===== config.mk =====
export PLATFORM = sky130hd
export DESIGN_NAME = comp_feeder
export DESIGN_NICKNAME = d
export VERILOG_FILES = /design/src/rtl/comp_feeder.sv
export SDC_FILE = /design/constraint.sdc
export NUM_CORES = 1
export LEC_CHECK = 0
export ABC_AREA = 1
export CORE_MARGIN = 1
export CORE_UTILIZATION = 53
export DETAILED_ROUTE_END_ITERATION = 7
export PLACE_DENSITY = 0.86
export SYNTH_ARGS = -nofsm -noshare
export SYNTH_HDL_FRONTEND = slang
export SYNTH_SLANG_ARGS = --single-unit

===== constraint.sdc =====
create_clock -name clk -period 6.8 [get_ports clk]
set_clock_uncertainty 0.1 [all_clocks]
set_input_delay 1.36 -clock clk [delete_from_list [all_inputs] [get_ports clk]]
set_output_delay 1.36 -clock clk [all_outputs]
set_load 0.01 [all_outputs]

===== src/rtl/comp_feeder.sv =====
`default_nettype none
// ============================================================================
// Module   : comp_feeder
// Purpose  : Sequential argmax of NUM_CLASS signed scores. It drives an external
//            registered max comparator and feeds the comparator result back.
//            Optional abort input is enabled by defining FEEDER_ABORT_EN.
// Revision : 1.0 - initial release
// ============================================================================
module comp_feeder #(
    parameter int DATA_LEN  = 16,
    parameter int NUM_CLASS = 10
) (
    input  logic                          clk,
    input  logic                          rst_n,
`ifdef FEEDER_ABORT_EN
    input  logic                          abort,
`endif
    input  logic                          start,
    input  logic [NUM_CLASS*DATA_LEN-1:0] scores,
    output logic                          busy,
    output logic                          load,
    output logic [3:0]                    d1_num,
    output logic signed [DATA_LEN-1:0]    d1,
    output logic [3:0]                    d2_num,
    output logic signed [DATA_LEN-1:0]    d2,
    input  logic [3:0]                    q_num,
    input  logic signed [DATA_LEN-1:0]    q,
    output logic                          done,
    output logic [3:0]                    result_num,
    output logic signed [DATA_LEN-1:0]    result
);

    typedef enum logic [1:0] {
        ST_IDLE   = 2'd0,
        ST_RUN    = 2'd1,
        ST_FINISH = 2'd2
    } state_t;

    localparam logic [3:0] C_LAST_IDX = 4'(NUM_CLASS - 1);

    state_t                     r_state;
    state_t                     w_next;
    logic [3:0]                 r_idx;
    logic signed [DATA_LEN-1:0] r_score [NUM_CLASS];
    logic signed [DATA_LEN-1:0] w_sel;
    logic                       r_done;
    logic [3:0]                 r_result_num;
    logic signed [DATA_LEN-1:0] r_result;
    logic                       w_abort;

`ifdef FEEDER_ABORT_EN
    assign w_abort = abort;
`else
    assign w_abort = 1'b0;
`endif

    assign done       = r_done;
    assign result_num = r_result_num;
    assign result     = r_result;

    always_ff @(posedge clk or negedge rst_n) begin
        if (!rst_n) begin
            r_state <= ST_IDLE;
        end else begin
            r_state <= w_next;
        end
    end

    always_comb begin
        w_next = r_state;
        busy   = 1'b0;
        load   = 1'b0;
        d1     = '0;
        d1_num = '0;
        d2     = '0;
        d2_num = '0;
        w_sel  = '0;
        for (int k = 0; k < NUM_CLASS; k++) begin
            if (r_idx == 4'(k)) begin
                w_sel = r_score[k];
            end
        end
        case (r_state)
            ST_IDLE: begin
                if (start) begin
                    w_next = ST_RUN;
                end
            end
            ST_RUN: begin
                busy   = 1'b1;
                load   = 1'b1;
                d2     = w_sel;
                d2_num = r_idx;
                // First compare seeds with score 0; later compares chain the running max.
                if (r_idx == 4'd1) begin
                    d1     = r_score[0];
                    d1_num = 4'd0;
                end else begin
                    d1     = q;
                    d1_num = q_num;
                end
                if (w_abort) begin
                    w_next = ST_IDLE;
                end else if (r_idx == C_LAST_IDX) begin
                    w_next = ST_FINISH;
                end
            end
            ST_FINISH: begin
                busy   = 1'b1;
                w_next = ST_IDLE;
            end
            default: begin
                w_next = ST_IDLE;
            end
        endcase
    end

    always_ff @(posedge clk or negedge rst_n) begin
        if (!rst_n) begin
            r_idx        <= '0;
            r_done       <= 1'b0;
            r_result_num <= '0;
            r_result     <= '0;
            for (int k = 0; k < NUM_CLASS; k++) begin
                r_score[k] <= '0;
            end
        end else begin
            r_done <= 1'b0;
            case (r_state)
                ST_IDLE: begin
                    if (start) begin
                        r_idx <= 4'd1;
                        for (int k = 0; k < NUM_CLASS; k++) begin
                            r_score[k] <= scores[k*DATA_LEN +: DATA_LEN];
                        end
                    end
                end
                ST_RUN: begin
                    r_idx <= r_idx + 4'd1;
                end
                ST_FINISH: begin
                    // An abort here wins over capture: previous result is kept.
                    if (!w_abort) begin
                        r_result     <= q;
                        r_result_num <= q_num;
                        r_done       <= 1'b1;
                    end
                end
                default: begin
                    r_idx <= '0;
                end
            endcase
        end
    end

endmodule
`default_nettype wire

==> metrics.md <==
| Metric | Value |
|---|---|
| Crit. End Element | `output port` |
| Syn_nets | `1233` |
| Crit share post-route | `0.764` |
| WL/cell | `17.5 um` |
| Worst path top cell family by delay | `buffers and inverters` |
| Final setup viols | `0` |
| CP max-delay cell | `inv_1` |
| Die area | `0.0183 sq mm` |
| Placed inst area | `0.0119 sq mm` |
| Total negative setup slack | `0 ps` |
| Cell Chain, Critical Path | `inv_1, ha_1, nand3_1, inv_1, nand2_1, nand2_1, nand2_1, nand2_1, nand2_1, a21oi_1, clkdlybuf4s50_1` |
| CTS Buf Count | `17` |
| CP arrival | `3740 ps` |
| Gate Count Post-Synth | `1043` |
| CP peak stage delay | `690 ps` |
| RSZ-0062 raised after global routing | `no` |
| Max clock buf depth | `2` |
| Chip width | `135 um` |
| Post-synthesis sequential area ratio | `0.497` |
| Post-DRT Antenna Nets | `0` |
| Clock Sinks | `187` |
| Final WL | `26.1 mm` |
| Status | `completed` |
| Resized cells post-CTS | `0` |
| First-pass GRT wire length | `40.5 mm` |
| Worst ir drop on vdd | `231 uV` |
| Slew Limit Fails | `0` |
| Core area | `0.0173 sq mm` |
| Die Y | `135 um` |
| Crit path max fanout | `30` |
| DRT Pass-1 Iters | `6` |
| Drt initial violations | `549` |
| Post-CTS Setup Inserts | `0` |
| Largest net degree at the start of global routing | `121` |
| Startpoint Class | `flip-flop` |
| Leak | `5.84 nW` |
| Nets@finish | `1443` |
| Hold Fails Final Rpt | `0` |
| Synth unique cells | `29` |
| Synth warn | `0` |
| I/O Pins | `246` |
| HPWL after detailed placement | `18.9 mm` |
| Worst Hold Class | `reg2reg` |
| Worst Path Required | `5340 ps` |
| Vias in the first global route | `7681` |
| PnR worst setup slack | `1600 ps` |
| Vias per inst | `5.30` |
| Post-place setup slack | `2130 ps` |
| Max H-tree Level | `4` |
| N_diodes | `0` |
| Worst-skew pair later-pin latency | `430 ps` |
| Total Power | `5.43 mW` |
| Synthesized area | `0.00941 sq mm` |
| Initial core utilization | `0.544` |
| Average cell area after synthesis | `9.02 sq um` |
| Most common cell on crit path | `nand2_1` |
| Crit path kind | `reg2out` |
| Via count | `7900` |
| Max Freq | `192 MHz` |
| Number of synthesized register bits | `187` |
| Slew margin rel. | `0.353` |
| Initial antenna violation count | `0` |
| Post-route cell area | `0.0125 sq mm` |
| Congestion Overflow GR | `0` |
| CTS tree | `yes` |
| # port buffers | `245` |
| Clock-pin slew on the worst setup and hold paths | `60 ps` |
| Worst-Margin Slew | `971 ps` |
| Num rows | `48` |
| Placer Congestion | `0.957` |
| Total Routing Usage GR | `0.293` |
| PwrDens | `433 mW/mm^2` |
| Drc violations | `0` |
| WP buf/inv | `3` |
| Syn-to-layout area delta | `33.1%` |
| Hold_buf cts | `0` |
| Final min period | `5200 ps` |
| Layout cell share with drive strength beyond 1 | `0.163` |
| Clock root buffer | `clkbuf_16` |
| Max-Cap Viols | `0` |
[layout make-up]
cell class	count	area, sq um
clock buffers	21	450
clock inverters	11	145
fillers	1286	4770
inverters	105	395
multi-input cells	693	4080
flip-flops and latches	187	4680
well taps	225	282
repair buffers	249	2500
[sequential cells by signal (all words and copies together), names as in the netlist]
name,count
result_num,4
r_score,160
done,1
r_state,2
result,16
r_idx,4
[layout by cell type, fill, tap and decap left out]
master / count
nand2_1: 268
clkdlybuf4s50_1: 244
dfrtp_1: 187
mux2_2: 144
inv_1: 102
nor2_1: 90
nand3_1: 54
o21ai_0: 52
a21oi_1: 35
or2_2: 18
clkbuf_16: 17
nand3b_1: 13
ha_1: 7
clkinv_2: 4
bufinv_16: 3
clkinvlp_4: 3
clkbuf_1: 3
buf_4: 3
nor2_2: 2
nand2_4: 2
clkinv_4: 2
clkbuf_8: 2
inv_2: 1
clkinv_1: 1
nor2_8: 1
nand2_2: 1
nor3_2: 1
nand3_2: 1
nor3_1: 1
a211oi_1: 1
nor4_1: 1
o22ai_1: 1
buf_12: 1
[Yosys cell counts]
library cell  number  share of area
nor2_8             1         0.0021
nand2_2            1        0.00067
nor4_1             1        0.00067
nor2_1            90          0.036
buf_6              1         0.0012
buf_4              3         0.0024
o21ai_0           52          0.028
clkbuf_1          24         0.0096
nand3_2            1         0.0011
ha_1               7         0.0093
or2_2             18          0.012
nand2_1          269           0.11
o22ai_1            1        0.00067
buf_1              3         0.0012
dfrtp_1          187           0.50
clkinv_2           1        0.00053
nand3_1           54          0.029
clkinv_1           1        0.00040
nor2_2             2         0.0013
mux2_2           144           0.17
nor3_2             1         0.0011
buf_2             27          0.014
nand3b_1          13          0.010
a211oi_1           1        0.00080
a21oi_1           35          0.019
nor3_1             1        0.00053
inv_2              1        0.00040
nand2_4            1         0.0012
inv_1            102          0.041
[routing by layer]
layer / global-route usage / part of all wire
met1: 0.404 / 0.44
met2: 0.449 / 0.45
met3: 0.0572 / 0.070
met4: 0.134 / 0.043
met5: 0 / 0
[per-stage QoR]
step | hold slack (ps) | instances | util
2_1_floorplan | 370 | 1043 | -
3_3_place_gp | 353 | 1459 | 0.690
3_5_place_dp | 358 | 1459 | 0.690
4_1_cts | 375 | 1491 | 0.724
5_1_grt | 395 | 1491 | 0.724
6_report | 374 | 1491 | 0.724
[worst register-to-register path, delay by kind of cell (launching register included)]
kind / cells / cell delay (ps)
buf+inv: 3 / 690
simple gates: 4 / 660
fa+ha+maj: 1 / 570
flops: 1 / 420
compound gates: 1 / 70
[power by group]
group / switching, mW / internal, mW
logic: 1.26 / 1.15
clock network: 0.427 / 0.587
registers: 0.328 / 1.68
total: 2.02 / 3.41
[cells by family after synthesis]
family,after synthesis,synth area share
AO/OA/AOI/OAI,89,0.0477
adder cells (fa/ha/maj),7,0.00930
buffers and inverters,163,0.0707
flip-flops,187,0.497
multiplexers,144,0.172
AND/OR/NAND/NOR,453,0.203
[path summary, 6_finish.rpt]
check | cells after the start | startpoint | to | slack [ps]
worst max-delay path | 11 | r_idx[1]$_DFFE_PN0P_ | d2[0] | 1600
worst min-delay path | 2 | result[2]$_DFFE_PN0P_ | result[2]$_DFFE_PN0P_ | 370
worst max register to register | 9 | r_idx[1]$_DFFE_PN0P_ | r_state[0]$_DFFE_PN0P_ | 4170
worst min register to register | 2 | result[2]$_DFFE_PN0P_ | result[2]$_DFFE_PN0P_ | 370
max in group asynchronous | 2 | rst_n | r_score[12]$_DFFE_PN0P_ | 4140
min in group asynchronous | 1 | rst_n | r_score[4]$_DFFE_PN0P_ | 970
No activity file was read; power rests on OpenSTA's default activity.
